File: src/rtl/rx_serial_7o1.sv
`timescale 1ns/1ps
// Serial receiver for 7O1 frames: start bit, 7 data bits LSB first, odd parity, stop bit.
// Mid-bit sampling with a clock-count bit timer; results are presented one cycle after the frame ends.
module rx_serial_7o1 #(
    parameter int unsigned CLKS_PER_BIT = 434
) (
    input  logic       clock,
    input  logic       reset,
    input  logic       dado_serial,
    input  logic       limpa,
    output logic [6:0] dados_ascii,
    output logic       paridade_ok,
    output logic       erro_stop,
    output logic       pronto,
    output logic       tem_dado,
    output logic [3:0] db_estado,
    output logic       db_dado_serial
);

    localparam int unsigned TW = $clog2(CLKS_PER_BIT);
    localparam logic [TW-1:0] HALF_LAST = TW'(CLKS_PER_BIT / 2 - 1);
    localparam logic [TW-1:0] BIT_LAST  = TW'(CLKS_PER_BIT - 1);

    typedef enum logic [3:0] {
        INICIAL  = 4'd0,
        ESPERA   = 4'd1,
        START    = 4'd2,
        DADOS    = 4'd3,
        PARIDADE = 4'd4,
        STOP     = 4'd5,
        FIM      = 4'd6
    } state_t;

    state_t          state, state_n;
    logic            sync1, sl, sl_prev;
    logic [TW-1:0]   timer;
    logic [2:0]      bit_cnt;
    logic [6:0]      shift;
    logic            par_s, stop_s;
    logic            tick_half, tick_bit, timer_run, timer_clr;

    // Two-flop synchronizer plus previous-sample register for edge detection
    always_ff @(posedge clock or negedge reset) begin
        if (!reset) begin
            sync1   <= 1'b1;
            sl      <= 1'b1;
            sl_prev <= 1'b1;
        end else begin
            sync1   <= dado_serial;
            sl      <= sync1;
            sl_prev <= sl;
        end
    end

    always_ff @(posedge clock or negedge reset) begin
        if (!reset) state <= INICIAL;
        else        state <= state_n;
    end

    always_comb begin
        state_n   = state;
        tick_half = (timer == HALF_LAST);
        tick_bit  = (timer == BIT_LAST);
        timer_run = 1'b0;
        case (state)
            INICIAL: state_n = ESPERA;
            ESPERA: begin
                if (sl_prev && !sl) state_n = START;
            end
            START: begin
                timer_run = 1'b1;
                if (tick_half) state_n = sl ? ESPERA : DADOS;
            end
            DADOS: begin
                timer_run = 1'b1;
                if (tick_bit && bit_cnt == 3'd6) state_n = PARIDADE;
            end
            PARIDADE: begin
                timer_run = 1'b1;
                if (tick_bit) state_n = STOP;
            end
            STOP: begin
                timer_run = 1'b1;
                if (tick_bit) state_n = FIM;
            end
            FIM:     state_n = ESPERA;
            default: state_n = INICIAL;
        endcase
        // Timer restarts on every state change and after every data sample
        timer_clr = !timer_run || (state_n != state) || (state == DADOS && tick_bit);
    end

    // Bit timer, sample capture and result registers
    always_ff @(posedge clock or negedge reset) begin
        if (!reset) begin
            timer       <= '0;
            bit_cnt     <= '0;
            shift       <= '0;
            par_s       <= 1'b0;
            stop_s      <= 1'b0;
            dados_ascii <= '0;
            paridade_ok <= 1'b0;
            erro_stop   <= 1'b0;
            pronto      <= 1'b0;
            tem_dado    <= 1'b0;
        end else begin
            timer  <= timer_clr ? '0 : timer + TW'(1);
            pronto <= 1'b0;

            if (state != DADOS) begin
                bit_cnt <= '0;
            end else if (tick_bit) begin
                shift[bit_cnt] <= sl;
                bit_cnt        <= bit_cnt + 3'd1;
            end

            if (state == PARIDADE && tick_bit) par_s  <= sl;
            if (state == STOP && tick_bit)     stop_s <= sl;

            // Frame completion takes priority over a coincident clear request
            if (state == FIM) begin
                dados_ascii <= shift;
                paridade_ok <= ^{shift, par_s};
                erro_stop   <= ~stop_s;
                pronto      <= 1'b1;
                tem_dado    <= 1'b1;
            end else if (limpa) begin
                tem_dado <= 1'b0;
            end
        end
    end

    assign db_estado      = state;
    assign db_dado_serial = sl;

endmodule

File: config.mk
export PLATFORM = sky130hd
export DESIGN_NAME = rx_serial_7o1
export DESIGN_NICKNAME = d
export VERILOG_FILES = /design/src/rtl/rx_serial_7o1.sv
export SDC_FILE = /design/constraint.sdc
export NUM_CORES = 1
export LEC_CHECK = 0
export CAP_MARGIN = 20
export CORE_UTILIZATION = 59
export DETAILED_ROUTE_END_ITERATION = 16
export PLACE_DENSITY_LB_ADDON = 0.25
export SLEW_MARGIN = 20
export SYNTH_ARGS = -nofsm -noshare
export SYNTH_HDL_FRONTEND = slang
export SYNTH_SLANG_ARGS = --single-unit
File: constraint.sdc
create_clock -name clock -period 3.5 [get_ports clock]
set_input_delay 0.7 -clock clock [delete_from_list [all_inputs] [get_ports clock]]
set_output_delay 0.7 -clock clock [all_outputs]
set_load 0.05 [all_outputs]
After elaboration in Yosys (flattened, before gate mapping)
Cells that the tools add are included.

Add/subtract/negate cells: 2. Bitwise gates (word level): 2. $mul: 0. Shift operators: 0. $lt $le $gt $ge: 2. Equal/unequal tests: 11. Muxes and demuxes: 17. Div/mod/pow operators: 0. Reductions and logical operators: 17.

Operator list (number): 4-bit one-hot mux with 6 select lines (1); 4-bit two-way mux (5); 4-bit by 3-bit == test with 1-bit output, second input constant (3); 9-bit by 1-bit adder with 9-bit output, second input constant (1); 9-bit by 8-bit == test with 1-bit output, second input constant (1); 9-bit == test, second input constant (1); 9-bit two-way mux (1); 4-bit by 2-bit == test with 1-bit output, second input constant (2); 8-bit parity (1); 7-bit bitwise mux (1); 1-bit logical AND (6); 3-bit two-way mux (2); 1-bit two-way mux (5); 4-bit by 1-bit == test with 1-bit output, second input constant (1); 4-bit logical NOT (1); 3-bit by 4-bit less-than comparator with 1-bit output, second input constant (1); 4-bit by 2-bit inequality test with 1-bit output, second input constant (1); 4-bit inequality test (1); 2-bit nonzero test (2); 4-bit OR reduction (1); 3-bit by 1-bit adder with 3-bit output, second input constant (1); 1-bit demux with 3-bit select (1); 3-bit == test, second input constant (1); 3-bit by 1-bit >= comparator with 1-bit output, second input constant (1); other kinds (6) (9).

Bits in read-only memories: 0. Output and inout port bits: 16. Logic and storage cells: 65. Bits in writable memories: 0. Memories kept: 0. Bits in registers: 39. Bits in latches: 0.

Depth between registers and ports, before layout
Gate-level depths: netlist (run 1).

Depth after elaboration: 8. Depth in mapped cells: 7. Gate-level depth less buffers: 6.

Least setup slack after synthesis (run 1)
No wires, ideal clock.

Kind: register -> register. Start: register state[1] (netlist: db_estado[1]). End: register shift[2]. Period minus slack after synthesis: 1.884 ns. Cell stages (with the launch flop): 6. Buffers on the path: 1. Path slack: 1.616 ns. Setup time: 0.128 ns. Arrival time: 1.757 ns. Cells stage by stage: dfrtp_1 nor2b_2 nor2b_1 buf_2 and4_1 mux2_1.

Word-level cells in the longest chain between the ends: 3.

RTL lines: from (decl) (line 34) `state_t state, state_n;`; from (signal assigned) (line 57) `else state <= state_n;`; 4-bit by 2-bit inequality test with 1-bit output (line 110) `if (state != DADOS) begin`; 1-bit inverter (no source line); 2-bit AND reduction (no source line); to (signal, indexed assignment) (line 113) `shift[bit_cnt] <= sl;`; to (decl) (line 38) `logic [6:0] shift;`.

No other way between the ends. A chain may end at the register's enable or synchronous reset.

Final worst setup path (run 1)
Start: register sl (netlist: db_dado_serial). End: output port db_dado_serial.

RTL lines: from (decl) (line 35) `logic sync1, sl, sl_prev;`; from (signal assigned) (line 50) `sl <= sync1;`; to (decl) (line 17) `output logic db_dado_serial`.

No word-level cell between the ends.

==> impl_metrics.json, run 1 <==
{
  "overflow": 0,
  "slowest_delay_ns": 0.85,
  "setup_tns_ns": 0,
  "synth-async-reset-ratio_pct": 100,
  "place_congestion": 0.917,
  "slew_viol_final": 0,
  "post-cts-setup-buffers": 0,
  "cts.sinks": 39,
  "viasPerCell": 5.50,
  "synth-main-ff-cell": "dfrtp_1",
  "clk_pin_slew_worst_paths_ns": 0.11,
  "layout_common_cells": "dfrtp_1, nand2_1, clkdlybuf4s50_1",
  "grt_pass1_vias": 1296,
  "relSlewSlack_pct": 44.8,
  "crit_required_ns": 2.80,
  "drive_gt1_share_pct": 13.1,
  "tightest_slew_ns": 0.828,
  "synth-edff-count": 0,
  "final_nets": 206,
  "total_power_w": 0.000834,
  "ys_warn_count": 0,
  "dp_hpwl_um": 2360,
  "seq_area_frac_synth_pct": 52.1,
  "grt_max_degree": 40,
  "die_w_um": 58.4,
  "clock_path_buffers": 2,
  "critPathLaunchType": "flip-flop",
  "critPathMaxFanout": 13,
  "synth_area_sq_um": 1880,
  "critPathKind": "flip-flop to output port",
  "rows": 20,
  "slowest_stage": "clkdlybuf4s50_1",
  "drt_iter0_drc": 56,
  "antenna_found_initial": 0,
  "port-buffer-count": 19,
  "finClkSkew_ns": 0.00769,
  "hold_viol": 0,
  "postRouteAntennaNets": 0,
  "crit_cells": 1,
  "clk_latency_ns": 0.36,
  "cts_htree_levels": 2,
  "synthesis.nets": 186,
  "syn_to_final_growth_pct": 15.4,
  "wl_per_cell_um": 13.9,
  "drc_errors": 0,
  "fmax_mhz": 388,
  "rsz0062_at_grt": "false",
  "wl_um": 3350,
  "r2r_cells": 6,
  "critPathTopFamily": "buffers and inverters",
  "synth_cell_types": 40,
  "status": "finished, final reports clean",
  "cts_tree": "built",
  "hold_path.class": "flip-flop to flip-flop",
  "first_pass_iters": 4,
  "ir_drop_v": 0.000310,
  "worst_setup_path_end_kind": "output port",
  "drv_cap": 0,
  "final_common_cell": "dfrtp_1",
  "diodes": 0,
  "cts_resized": 0,
  "period_share_pct": 73.6,
  "power.density_nw_per_um2": 384,
  "die_height_um": 58.4,
  "syn_inst": 177,
  "ioPinCount": 20,
  "setup_viol": 0,
  "root_buffer": "clkbuf_4",
  "whs_path_depth": 0,
  "path_buf_inv": 1,
  "fin_crit_ns": 2.58,
  "ys_seq_elements": 39,
  "crit_arrival_ns": 1.88,
  "r2r_slack_ns": 1.59,
  "cts-buffers-inserted": 5,
  "fillers": 227,
  "die_area_sq_um": 3420,
  "syn_avg_cell_area_sq_um": 10.6,
  "start_util_pct": 62.1,
  "grt_pass1_wl_um": 5870,
  "grt_use_total_pct": 23.8,
  "worstPathCellList": "clkdlybuf4s50_1",
  "core_sq_um": 3030,
  "cts_hold_buf": 0,
  "p_leak_nw": 0.929,
  "num_vias": 1332
}
==> flip-flops by register name, indices dropped and copies added (netlist names) <==
name and flops:
par_s 1, erro_stop 1, bit_cnt 3, sync1 1, shift 7, paridade_ok 1, tem_dado 1, stop_s 1
db_dado_serial 1, db_estado 4, pronto 1, sl_prev 1, dados_ascii 7, timer 9
==> worst paths after layout <==
check / start / end
worst min-delay path: sync1 / db_dado_serial
max in group asynchronous: reset / shift[1]
worst max-delay path: db_dado_serial / db_dado_serial
worst max register to register: timer[1] / shift[6]
worst min register to register: sync1 / db_dado_serial
min in group asynchronous: reset / db_estado[2]
==> Yosys cell counts (2+ instances only) <==
cell type	count	area, sq um
a21oi_1	9	45.0
clkbuf_1	2	7.51
and4_1	3	26.3
nor2_1	7	26.3
nor3_1	2	10.0
dfstp_2	3	78.8
inv_1	4	15.0
and3_1	2	12.5
xnor2_1	13	114
nand2b_1	4	25.0
nand4_1	6	37.5
ha_1	5	62.6
nand2_1	30	113
mux2_2	7	78.8
dfrtp_1	36	901
nand3_1	9	45.0
xor2_1	4	35.0
nor2b_1	5	31.3
o21ai_0	5	25.0
==> metal layers <==
metal | up-vias | global-route usage (%) | wire [um] | share of wire (%)
li1 | 645 | - | - | -
met1 | 628 | 29.4 | 1420 | 42
met4 | 0 | 18.0 | 143 | 4.3
met3 | 14 | 5.93 | 145 | 4.3
met5 | - | 0 | 0 | 0
met2 | 45 | 36.1 | 1650 | 49
==> kinds of logic (layout without fill, tap and decap cells) <==
family / Yosys count / in the layout / share of synthesized area (%)
xor gates and xnor gates: 17 / 17 / 7.92
buffers and inverters: 11 / 32 / 2.93
AOI/OAI and AO/OA: 19 / 19 / 6.32
other: 1 / 1 / 0.200
and+or+nand+nor: 75 / 75 / 21.0
adders and majority gates: 5 / 5 / 3.33
muxes: 10 / 10 / 6.13
DFF: 39 / 39 / 52.1
==> where the power goes <==
group	leakage (nW)	internal (W)	switching, W
Clock	0.0482	0.000169	0.000148
Sequential	0.530	0.000458	0.00000823
Combinational	0.351	0.0000164	0.0000352
Total	0.929	0.000643	0.000191
==> stage by stage <==
step / cells / hold slack [ns] / area (sq um) / util (%) / setup WS (ns)
4_1_cts: 242 / 0.368 / 2170 / 71.7 / 0.909
5_1_grt: 242 / 0.372 / 2170 / 71.7 / 0.846
3_5_place_dp: 234 / 0.351 / 2080 / 68.8 / 1.32
3_3_place_gp: 234 / 0.347 / 2080 / 68.8 / 1.34
6_report: 242 / 0.365 / 2170 / 71.7 / 0.922
2_1_floorplan: 177 / 0.345 / 1880 / - / 1.62
==> worst reg2reg max path, stage by stage, from the launching register on <==
cell and delay, ns:
dfrtp_1 0.41, inv_1 0.09, ha_1 0.14, and4b_4 0.27, nand2_1 0.12, nor4_1 0.41, mux2_2 0.38
==> cell type report <==
class | instances | area [sq um] | area share (%)
clock buffer | 6 | 51.3 | 2.36
clock inverter | 2 | 35.0 | 1.61
inverter | 5 | 18.8 | 0.865
multi-input combinational | 127 | 845 | 38.9
sequential | 39 | 980 | 45.2
tap | 44 | 55.1 | 2.54
timing repair buffer | 19 | 185 | 8.54
(Power assumes the default switching activity.)
==> inputs of run 2 (changes only) <==
--- a/config.mk
+++ b/config.mk
@@ -6,7 +6,7 @@
 export NUM_CORES = 1
 export LEC_CHECK = 0
 export CAP_MARGIN = 20
-export CORE_UTILIZATION = 59
+export CORE_UTILIZATION = 50
 export DETAILED_ROUTE_END_ITERATION = 16
 export PLACE_DENSITY_LB_ADDON = 0.25
 export SLEW_MARGIN = 20
==> constraint.sdc (replaced) <==
create_clock -name clock -period 2.22 [get_ports clock]
set_input_delay 0.444 -clock clock [delete_from_list [all_inputs] [get_ports clock]]
set_output_delay 0.444 -clock clock [all_outputs]
set_load 0.05 [all_outputs]
==> run 2 against run 1 <==
  * Setup slack got worse by 0.82 ns
  * Via count fell by 1.7%
  * Count of clock-buffer cells in the layout is 1 lower
  * Routed wire length rose by 1.8%
  * Global-route usage shrank 4.4 points
  * Die area grew 17%
  * Clock power up 84%
  * First-iteration DRC count down 3.6%
  * Worst hold slack lost 0.14 ns
  * Register-to-register slack worse by 1.2 ns
  * Non-clock buffer count is the same
  * Critical path type unchanged
  * Largest cell class unchanged
  * Highest routed layer unchanged
==> impl_metrics.json, run 2 (synthesis gave the netlist of run 1 again) <==
{
  "cts-buffers-inserted": 5,
  "critPathTopFamily": "buffers and inverters",
  "pwr-share-clk_pct": 41.7,
  "final_common_cell": "dfrtp_1",
  "hold_viol": 0,
  "critPathCapture": "db_estado[2]",
  "p_comb_share_pct": 5.7,
  "cts.sinks": 39,
  "post-cts-setup-buffers": 0,
  "grt_max_degree": 40,
  "r2r_slack_ns": 0.36,
  "clk_pin_slew_worst_paths_ns": 0.08,
  "relSlewSlack_pct": 46.5,
  "slowest_delay_ns": 0.87,
  "die_height_um": 63.3,
  "drc_errors": 0,
  "crit_required_ns": 1.78,
  "largest_reg_flops": 9,
  "fmax_mhz": 472,
  "place_congestion": 0.935,
  "crit_path_start": "db_estado[2]",
  "clock_path_buffers": 2,
  "postRouteAntennaNets": 0,
  "r2r_cells": 4,
  "num_vias": 1310,
  "power.internal_w": 0.00108,
  "total_power_w": 0.00140,
  "worstPathCellList": "clkdlybuf4s50_1",
  "cts_htree_levels": 2,
  "grt_pass1_wl_um": 5800,
  "die_area_sq_um": 4010,
  "overflow": 0,
  "fin_crit_ns": 2.12,
  "port-buffer-count": 19,
  "setup_viol": 0,
  "period_share_pct": 95.5,
  "hold_path.class": "input pin to async pin",
  "slew_viol_final": 0,
  "grt_pass1_vias": 1295,
  "drive_gt1_share_pct": 13.6,
  "grt_use_total_pct": 19.4,
  "finClkSkew_ns": 0.00863,
  "drv_cap": 0,
  "met1_usage_pct": 25.7,
  "reg_top3": "timer (9), dados_ascii (7), shift (7)",
  "dp_hpwl_um": 2380,
  "busiest_layer": "met2",
  "dp_cells": 236,
  "critPathKind": "flip-flop to output port",
  "utilization_pct": 63.3,
  "diodes": 0,
  "core_sq_um": 3470,
  "wl_um": 3410,
  "rows": 21,
  "p_leak_nw": 0.940,
  "ir_drop_v": 0.000564,
  "wl_per_cell_um": 14.0,
  "rsz0062_at_grt": "false",
  "swShare_pct": 22.6,
  "layout_common_cells": "dfrtp_1, nand2_1, clkdlybuf4s50_1",
  "clk_latency_ns": 0.30,
  "crit_arrival_ns": 1.68,
  "r2r-end": "shift[2]",
  "drt_iter0_drc": 54,
  "tightest_slew_ns": 0.803,
  "antenna_found_initial": 0,
  "crit_cells": 1,
  "viasPerCell": 5.37,
  "critPathMaxFanout": 8,
  "final_nets": 206,
  "status": "finished, final reports clean",
  "cts_hold_buf": 0,
  "power.density_nw_per_um2": 636,
  "syn_to_final_growth_pct": 16.8,
  "cts_tree": "built",
  "first_pass_iters": 4,
  "netSwitchingPower_w": 0.000316,
  "critPathLaunchType": "flip-flop",
  "stdcell_count": 244,
  "fillers": 277,
  "top_register": "timer",
  "pwr-share-seq_pct": 52.6,
  "ioPinCount": 20,
  "path_buf_inv": 1,
  "cts_resized": 0,
  "root_buffer": "clkbuf_8",
  "use_met3_pct": 4.17,
  "start_util_pct": 54.2,
  "hold_slack_ns": 0.226,
  "met2_usage_pct": 28.5,
  "worst_setup_path_end_kind": "output port",
  "r2r_start": "db_estado[1]",
  "slowest_stage": "clkdlybuf4s50_1",
  "die_w_um": 63.3,
  "setup_tns_ns": 0
}
[run 2: cell types whose count changed in the layout (fill, tap and decap cells not counted), sizes merged]
| cell | previous run | this run |
|---|---|---|
| buf | 1 | 2 |
| clkinv | 2 | 3 |
| clkdlybuf4s50 | 18 | 17 |
| clkbuf | 6 | 5 |
[run 2: metal layers]
layer | vias up | wire length (um) | part of all wire, %
met5 | - | 0 | 0
met1 | 624 | 1620 | 48
met3 | 7 | 134 | 3.9
met4 | 0 | 88 | 2.6
li1 | 642 | - | -
met2 | 37 | 1570 | 46
[run 2: final cells by class]
class / count / area (sq um) / share of cell area, %
clock buffer: 5 / 68.8 / 3.13
multi-input combinational: 127 / 845 / 38.5
sequential: 39 / 980 / 44.6
clock inverter: 3 / 43.8 / 1.99
tap: 46 / 57.6 / 2.62
timing repair buffer: 19 / 183 / 8.32
inverter: 5 / 18.8 / 0.855
[run 2: how the worst min path moves through the flow]
stage | depth (start not counted) | end | slack, ns
finish | 1 | paridade_ok | 0.23
CTS | 1 | shift[1] | 0.26
floorplan | 0 | bit_cnt[0] | 0.15
global route | 1 | timer[6] | 0.31
detailed placement | 0 | db_dado_serial | 0.35
global placement | 0 | db_dado_serial | 0.35
[run 2: per-stage QoR]
step	instance area, sq um	setup WS [ns]
detailed placement	2080	0.385
floorplan	1880	0.336
global placement	2080	0.442
finish	2200	0.0999
global route	2200	0.0792
CTS	2200	0.0995
[run 2: power groups by stage]
| stage | clock, W | combinational, W | sequential, W |
|---|---|---|---|
| 6_report | 0.000583 | 0.0000794 | 0.000735 |
| 5_1_grt | 0.000624 | 0.0000871 | 0.000736 |
| 4_1_cts | 0.000597 | 0.0000808 | 0.000734 |
| 3_5_place_dp | 0 | 0.0000802 | 0.000748 |
| 3_3_place_gp | 0 | 0.0000797 | 0.000748 |
| 2_1_floorplan | 0 | 0.0000276 | 0.000765 |
